## src/rtl/band_scheduler.sv

```systemverilog
// band_scheduler: frame-synchronous band table controller.
// On a tempo beat it builds a new set of band boundaries from random widths
// during vertical blanking, swaps it into the active table at a frame boundary,
// and tracks which band the current pixel belongs to.
module band_scheduler #(
  parameter int H_ACTIVE = 1280,
  parameter int BANDS    = 8,
  parameter int MIN_W    = 16,
  parameter int WBITS    = 8
) (
  input  logic        clk_in,
  input  logic        reset,
  input  logic        frame_start,
  input  logic        beat,
  input  logic        display_en,
  input  logic [11:0] h_count,
  input  logic [12:0] rnd_in,
  output logic [2:0]  band_idx,
  output logic        band_valid,
  output logic [1:0]  mode,
  output logic        cfg_busy
);

  // k walks 0..BANDS-1; p and nbands must also represent BANDS itself
  localparam int KBITS = (BANDS > 1) ? $clog2(BANDS) : 1;
  localparam int PBITS = $clog2(BANDS + 1);

  localparam logic [12:0] H_LIM  = 13'(H_ACTIVE);
  localparam logic [12:0] MIN_WV = 13'(MIN_W);

  typedef enum logic [1:0] {
    IDLE   = 2'd0,
    LOAD   = 2'd1,
    COMMIT = 2'd2
  } state_t;

  state_t             state, state_next;
  logic [KBITS-1:0]   k, k_next;
  logic [12:0]        acc, acc_next;
  logic               clamped, clamped_next;
  logic [12:0]        shadow [BANDS];
  logic [12:0]        shadow_next [BANDS];
  logic [PBITS-1:0]   shadow_n, shadow_n_next;
  logic               beat_pending, beat_pending_next;
  logic               commit;
  logic [12:0]        width;
  logic [12:0]        sum;

  logic [12:0]        bound [BANDS];
  logic [PBITS-1:0]   nbands;

  logic [PBITS-1:0]   p, p_next, p_adv;
  logic [KBITS-1:0]   p_sel;
  logic [2:0]         idx_next;
  logic               valid_next;

  // Only the low WBITS of the LFSR word feed the band width
  logic unused_rnd_bits;
  assign unused_rnd_bits = ^rnd_in[12:WBITS];

  // Next-state logic: trigger a load on frame_start with a beat, build the shadow table, then commit
  always_comb begin
    state_next        = state;
    k_next            = k;
    acc_next          = acc;
    clamped_next      = clamped;
    shadow_next       = shadow;
    shadow_n_next     = shadow_n;
    beat_pending_next = beat_pending | beat;
    commit            = 1'b0;
    width             = MIN_WV + 13'(rnd_in[WBITS-1:0]);
    sum               = acc + width;

    case (state)
      IDLE: begin
        if (frame_start && (beat_pending || beat)) begin
          state_next        = LOAD;
          k_next            = '0;
          acc_next          = '0;
          clamped_next      = 1'b0;
          shadow_n_next     = PBITS'(BANDS);
          beat_pending_next = 1'b0;
        end
      end
      LOAD: begin
        if (!clamped) begin
          shadow_next[k] = (sum >= H_LIM) ? H_LIM : sum;
          acc_next       = sum;
          if (sum >= H_LIM) begin
            clamped_next  = 1'b1;
            shadow_n_next = PBITS'(k) + PBITS'(1);
          end
        end
        if (k == KBITS'(BANDS - 1)) begin
          state_next = COMMIT;
        end else begin
          k_next = k + KBITS'(1);
        end
      end
      COMMIT: begin
        commit     = 1'b1;
        state_next = IDLE;
      end
      default: begin
        state_next = IDLE;
      end
    endcase
  end

  // Configuration state register; cfg_busy is registered alongside the state
  always_ff @(posedge clk_in or negedge reset) begin
    if (!reset) begin
      state        <= IDLE;
      k            <= '0;
      acc          <= '0;
      clamped      <= 1'b0;
      shadow_n     <= '0;
      beat_pending <= 1'b0;
      cfg_busy     <= 1'b0;
      for (int i = 0; i < BANDS; i++) begin
        shadow[i] <= '0;
      end
    end else begin
      state        <= state_next;
      k            <= k_next;
      acc          <= acc_next;
      clamped      <= clamped_next;
      shadow_n     <= shadow_n_next;
      beat_pending <= beat_pending_next;
      cfg_busy     <= (state_next != IDLE);
      shadow       <= shadow_next;
    end
  end

  // Active table and pattern mode, swapped in only on the commit cycle
  always_ff @(posedge clk_in or negedge reset) begin
    if (!reset) begin
      nbands <= PBITS'(BANDS);
      mode   <= 2'd0;
      for (int i = 0; i < BANDS; i++) begin
        bound[i] <= 13'((i + 1) * H_ACTIVE / BANDS);
      end
    end else if (commit) begin
      bound  <= shadow;
      nbands <= shadow_n;
      mode   <= mode + 2'd1;
    end
  end

  // Pixel tracking: one comparator against the current bound, pointer steps by at most one
  always_comb begin
    p_sel      = p[KBITS-1:0];
    p_next     = p;
    p_adv      = p;
    valid_next = 1'b0;
    idx_next   = 3'd0;
    if (!display_en) begin
      p_next = '0;
    end else if (p < nbands) begin
      p_adv  = ({1'b0, h_count} >= bound[p_sel]) ? p + PBITS'(1) : p;
      p_next = p_adv;
      if (p_adv < nbands) begin
        valid_next = 1'b1;
        idx_next   = 3'(p_adv);
      end
    end
  end

  // Pixel pointer and band outputs, one cycle behind h_count
  always_ff @(posedge clk_in or negedge reset) begin
    if (!reset) begin
      p          <= '0;
      band_idx   <= 3'd0;
      band_valid <= 1'b0;
    end else begin
      p          <= p_next;
      band_idx   <= idx_next;
      band_valid <= valid_next;
    end
  end

endmodule

```

## config.mk

```make
export PLATFORM = sky130hd
export DESIGN_NAME = band_scheduler
export DESIGN_NICKNAME = d
export VERILOG_FILES = /design/src/rtl/band_scheduler.sv
export SDC_FILE = /design/constraint.sdc
export NUM_CORES = 1
export LEC_CHECK = 0
export BUFFER_PORTS_ARGS = -buffer_cell sky130_fd_sc_hd__buf_4
export CORE_MARGIN = 4
export CORE_UTILIZATION = 25
export CTS_BUF_LIST = sky130_fd_sc_hd__clkbuf_2 sky130_fd_sc_hd__clkbuf_4 sky130_fd_sc_hd__clkbuf_8
export CTS_CLUSTER_DIAMETER = 100
export DETAILED_ROUTE_END_ITERATION = 10
export PLACE_DENSITY = 0.37
export RECOVER_POWER = 100
export SLEW_MARGIN = 20
export SYNTH_ARGS = -nofsm -noshare
export SYNTH_HDL_FRONTEND = slang
export SYNTH_SLANG_ARGS = --single-unit
export TNS_END_PERCENT = 5
```

## constraint.sdc

```tcl
create_clock -name clk_in -period 11.39 [get_ports clk_in]
set_input_delay 0.5695 -clock clk_in [delete_from_list [all_inputs] [get_ports clk_in]]
set_output_delay 0.5695 -clock clk_in [all_outputs]
set_load 0.1 [all_outputs]
```

==> results.cfg <==
[clock_tree]
cts_resized = 0
clkLatencyLatePin_ps = 580
clock_tree.root_cell = clkbuf_8
cts_buffers = 45
clockBufferDepth = 3
ctsHoldBuffers = 0
cts_tree = yes
htreeDepth = 2
path_clk_slew_ps = 60
cts.sinks = 247
post_cts.repair.setup_buffers = 0

[drt]
post_drt_wl_per_cell_um = 17.5
drt-vias-per-instance = 4.38
firstDrtPassIters = 4
vias = 6846
ant_nets = 0
routed_wl_mm = 27.3
drc = 0
drtIter0Drc = 317

[floorplanning]
start_util_pct = 25.4
io_pins = 37
dieArea_sq_um = 47400
row_count = 76
core_region_area_sq_um = 43300
die_w_um = 218
die_y_um = 218

[global_routing]
gr-total-overflow = 0
grt_first_pass_wirelength_mm = 43.9
grt.total_usage_pct = 11.9
grt_max_degree = 100
antenna_found_initial = 0
grt_pass1_vias = 7319

[timing]
period_share_pct = 59.9
setup_viol = 0
slew_headroom_pct = -277
hold_ws_ps = 265
tns_ps = 0
report.final.slew_viol_count = 314
finalHoldViolCount = 0
finalCriticalPeriod_ps = 6820
fin_worst_skew_ps = 27.0
worst_pin_slew_ps = 5660
rsz0062_at_grt = false
fmax_ghz = 0.147

[setup_path]
critical_path_class = reg -> reg
slowest_delay_ps = 1430
cp-end-kind = flop
path_cells = clkbuf_1 -> mux4_2 -> mux2i_1 -> ha_1 -> a21oi_1 -> o21ai_0 -> a2111oi_0 -> clkbuf_1 -> o21ai_0 -> nand2_1 -> xnor2_1 -> ha_1 -> a2111o_1 -> a31oi_1 -> nor2_1 -> nor4_1
path_max_fanout = 19
critPathTopFamily = compound AO/OA/AOI/OAI gates
critical_path_buf_inv_count = 2
cp-start-kind = flop
required_ps = 11860
crit_slowest_cell = clkbuf_1
crit_arrival_ps = 7300

[run_status]
status = finished with violations
violations = max-capacitance violations, max-slew violations

[yosys]
synth_adder_area_share_pct = 4.39
synth.area.mux_share_pct = 18.7
syn_area_sq_um = 11000
yosys_warnings = 0
async_flop_share_pct = 100
synthCells = 897
synth_top_family_by_area = multiplexers
ys_types = 55
synth_edf_count = 0
syn_nets = 965
seq_area_frac_synth_pct = 56.5
ys_ff_latch = 247
synth_xor_area_share_pct = 0.956
syn_area_per_cell_sq_um = 12.3
synth-compound-area-share_pct = 7.83
synth-simple-area-share_pct = 9.13
synth-main-ff-cell = dfrtp_1

[pwr]
p_leak_nw = 5.36
pwr_density_cell_nw_per_um2 = 280
seqPwrFrac_pct = 40.1
p_switching_mw = 1.33
clkPwrFrac_pct = 24.7
power_frac_comb_pct = 35.3
internal_power_mw = 2.24
ir_drop_mv = 0.0751
switching_share_pct = 37.3
p_total_mw = 3.57

[cells_and_area]
drive_gt1_share_pct = 28.1
layout.nets = 1011
multi_input_area_sq_um = 4510
regArea_sq_um = 6210
syn2layout_area_growth_pct = 16.1
n_fill_cell = 4462

[place]
dpl.hpwl_mm = 16.2
gp_congestion = 0.725
portBuffers = 31

[hold_path]
hp-class = in -> reg

[run]
maxCapViolCount = 8
-- Yosys cell counts (2+ instances only) --
master / number / share of area [%]
dfrtp_1: 224 / 51
nand2_1: 118 / 4.0
mux2_2: 115 / 12
o21ai_0: 105 / 4.8
ha_1: 37 / 4.2
clkbuf_1: 36 / 1.2
mux4_2: 26 / 5.3
nand3_1: 26 / 1.2
dfstp_2: 23 / 5.5
nor2_1: 21 / 0.72
and2_1: 19 / 1.1
mux2i_1: 18 / 1.6
a21oi_1: 17 / 0.77
inv_1: 17 / 0.58
nand2b_1: 10 / 0.57
xnor2_1: 7 / 0.56
buf_1: 6 / 0.20
nor2b_1: 6 / 0.34
xor2_1: 5 / 0.40
a31oi_1: 4 / 0.23
and3_1: 4 / 0.23
buf_2: 4 / 0.18
a21o_1: 3 / 0.20
nand4_1: 3 / 0.17
nor3_1: 3 / 0.14
o211ai_1: 3 / 0.20
a211oi_1: 2 / 0.14
buf_4: 2 / 0.14
nand4b_1: 2 / 0.16
nor3b_1: 2 / 0.14
o211a_1: 2 / 0.18
o21ai_1: 2 / 0.091
o22ai_1: 2 / 0.11
or3_1: 2 / 0.11
-- flip-flops by register name (all words and copies together), names as in the netlist --
name          flops
acc              13
band_idx          3
band_valid        1
beat_pending      1
bound           104
cfg_busy          1
clamped           1
k                 3
mode              2
nbands            4
p                 4
shadow          104
shadow_n          4
state             2
-- placed cells by master (no fill, tap or decap), types with 24 or more instances in the layout --
cell / count
clkbuf_8: 53
buf_4: 25
mux4_2: 26
mux2_2: 115
ha_1: 37
nand2_1: 118
nand3_1: 26
o21ai_0: 107
clkbuf_4: 24
dfrtp_1: 224
-- power by group through the flow --
stage,Sequential (mW),Clock [mW],Combinational (mW)
after floorplan,1.42,0,0.903
after global placement,1.45,0,1.31
after detailed placement,1.45,0,1.32
after CTS,1.44,0.927,1.32
after global routing,1.48,0.961,1.44
final,1.43,0.881,1.26
-- tightest hold or removal path: cells and delay by family --
| family | cells | cell delay [ps] |
|---|---|---|
| buffers and inverters | 1 | 80 |
| and+or+nand+nor | 2 | 120 |
-- through the flow --
step | instances | utilization (%) | cell area [sq um] | worst slack [ps]
after floorplan | 897 | - | 11000 | 6900
after global placement | 1480 | 27.5 | 11900 | 6020
after detailed placement | 1480 | 27.5 | 11900 | 6100
after CTS | 1562 | 29.7 | 12800 | 6130
after global routing | 1563 | 29.5 | 12800 | 3900
final | 1564 | 29.5 | 12800 | 4570
-- cell families (layout without fill, tap and decap cells) --
| logic type | after synthesis | count (layout) |
|---|---|---|
| fa+ha+maj | 38 | 38 |
| simple gates | 220 | 220 |
| flops | 247 | 247 |
| compound gates | 154 | 154 |
| buf+inv | 67 | 148 |
| mux | 159 | 159 |
| other cells | 0 | 1 |
| xor+xnor | 12 | 12 |
-- layer usage --
| layer | track usage, % | up-vias | wire (um) |
|---|---|---|---|
| met5 | 0 | - | 0 |
| li1 | - | 3275 | - |
| met4 | 3.37 | 0 | 605 |
| met1 | 16.1 | 3451 | 13000 |
| met2 | 19.6 | 74 | 12900 |
| met3 | 2.31 | 46 | 803 |
-- final timing paths --
path | startpoint | to | slack (ps) | cells after the start
setup / recovery | p[0] | band_idx[2] | 4570 | 16
min in group asynchronous | reset | mode[1] | 2090 | 1
max in group asynchronous | reset | shadow[7] | 5660 | 2
hold reg to reg | mode[1] | mode[1] | 470 | 1
hold / removal | beat | beat_pending | 260 | 3
setup reg to reg | p[0] | band_idx[2] | 4570 | 16
-- area by class of cell --
class / instances / share of cell area [%]
multi-input cells: 583 / 35.3
well taps: 585 / 5.73
repair buffers: 49 / 2.42
clock buffers: 77 / 7.12
inverters: 17 / 0.500
clock inverters: 5 / 0.274
flip-flops and latches: 247 / 48.6
diodes: 1 / 0.0196
(Power assumes the default switching activity.)
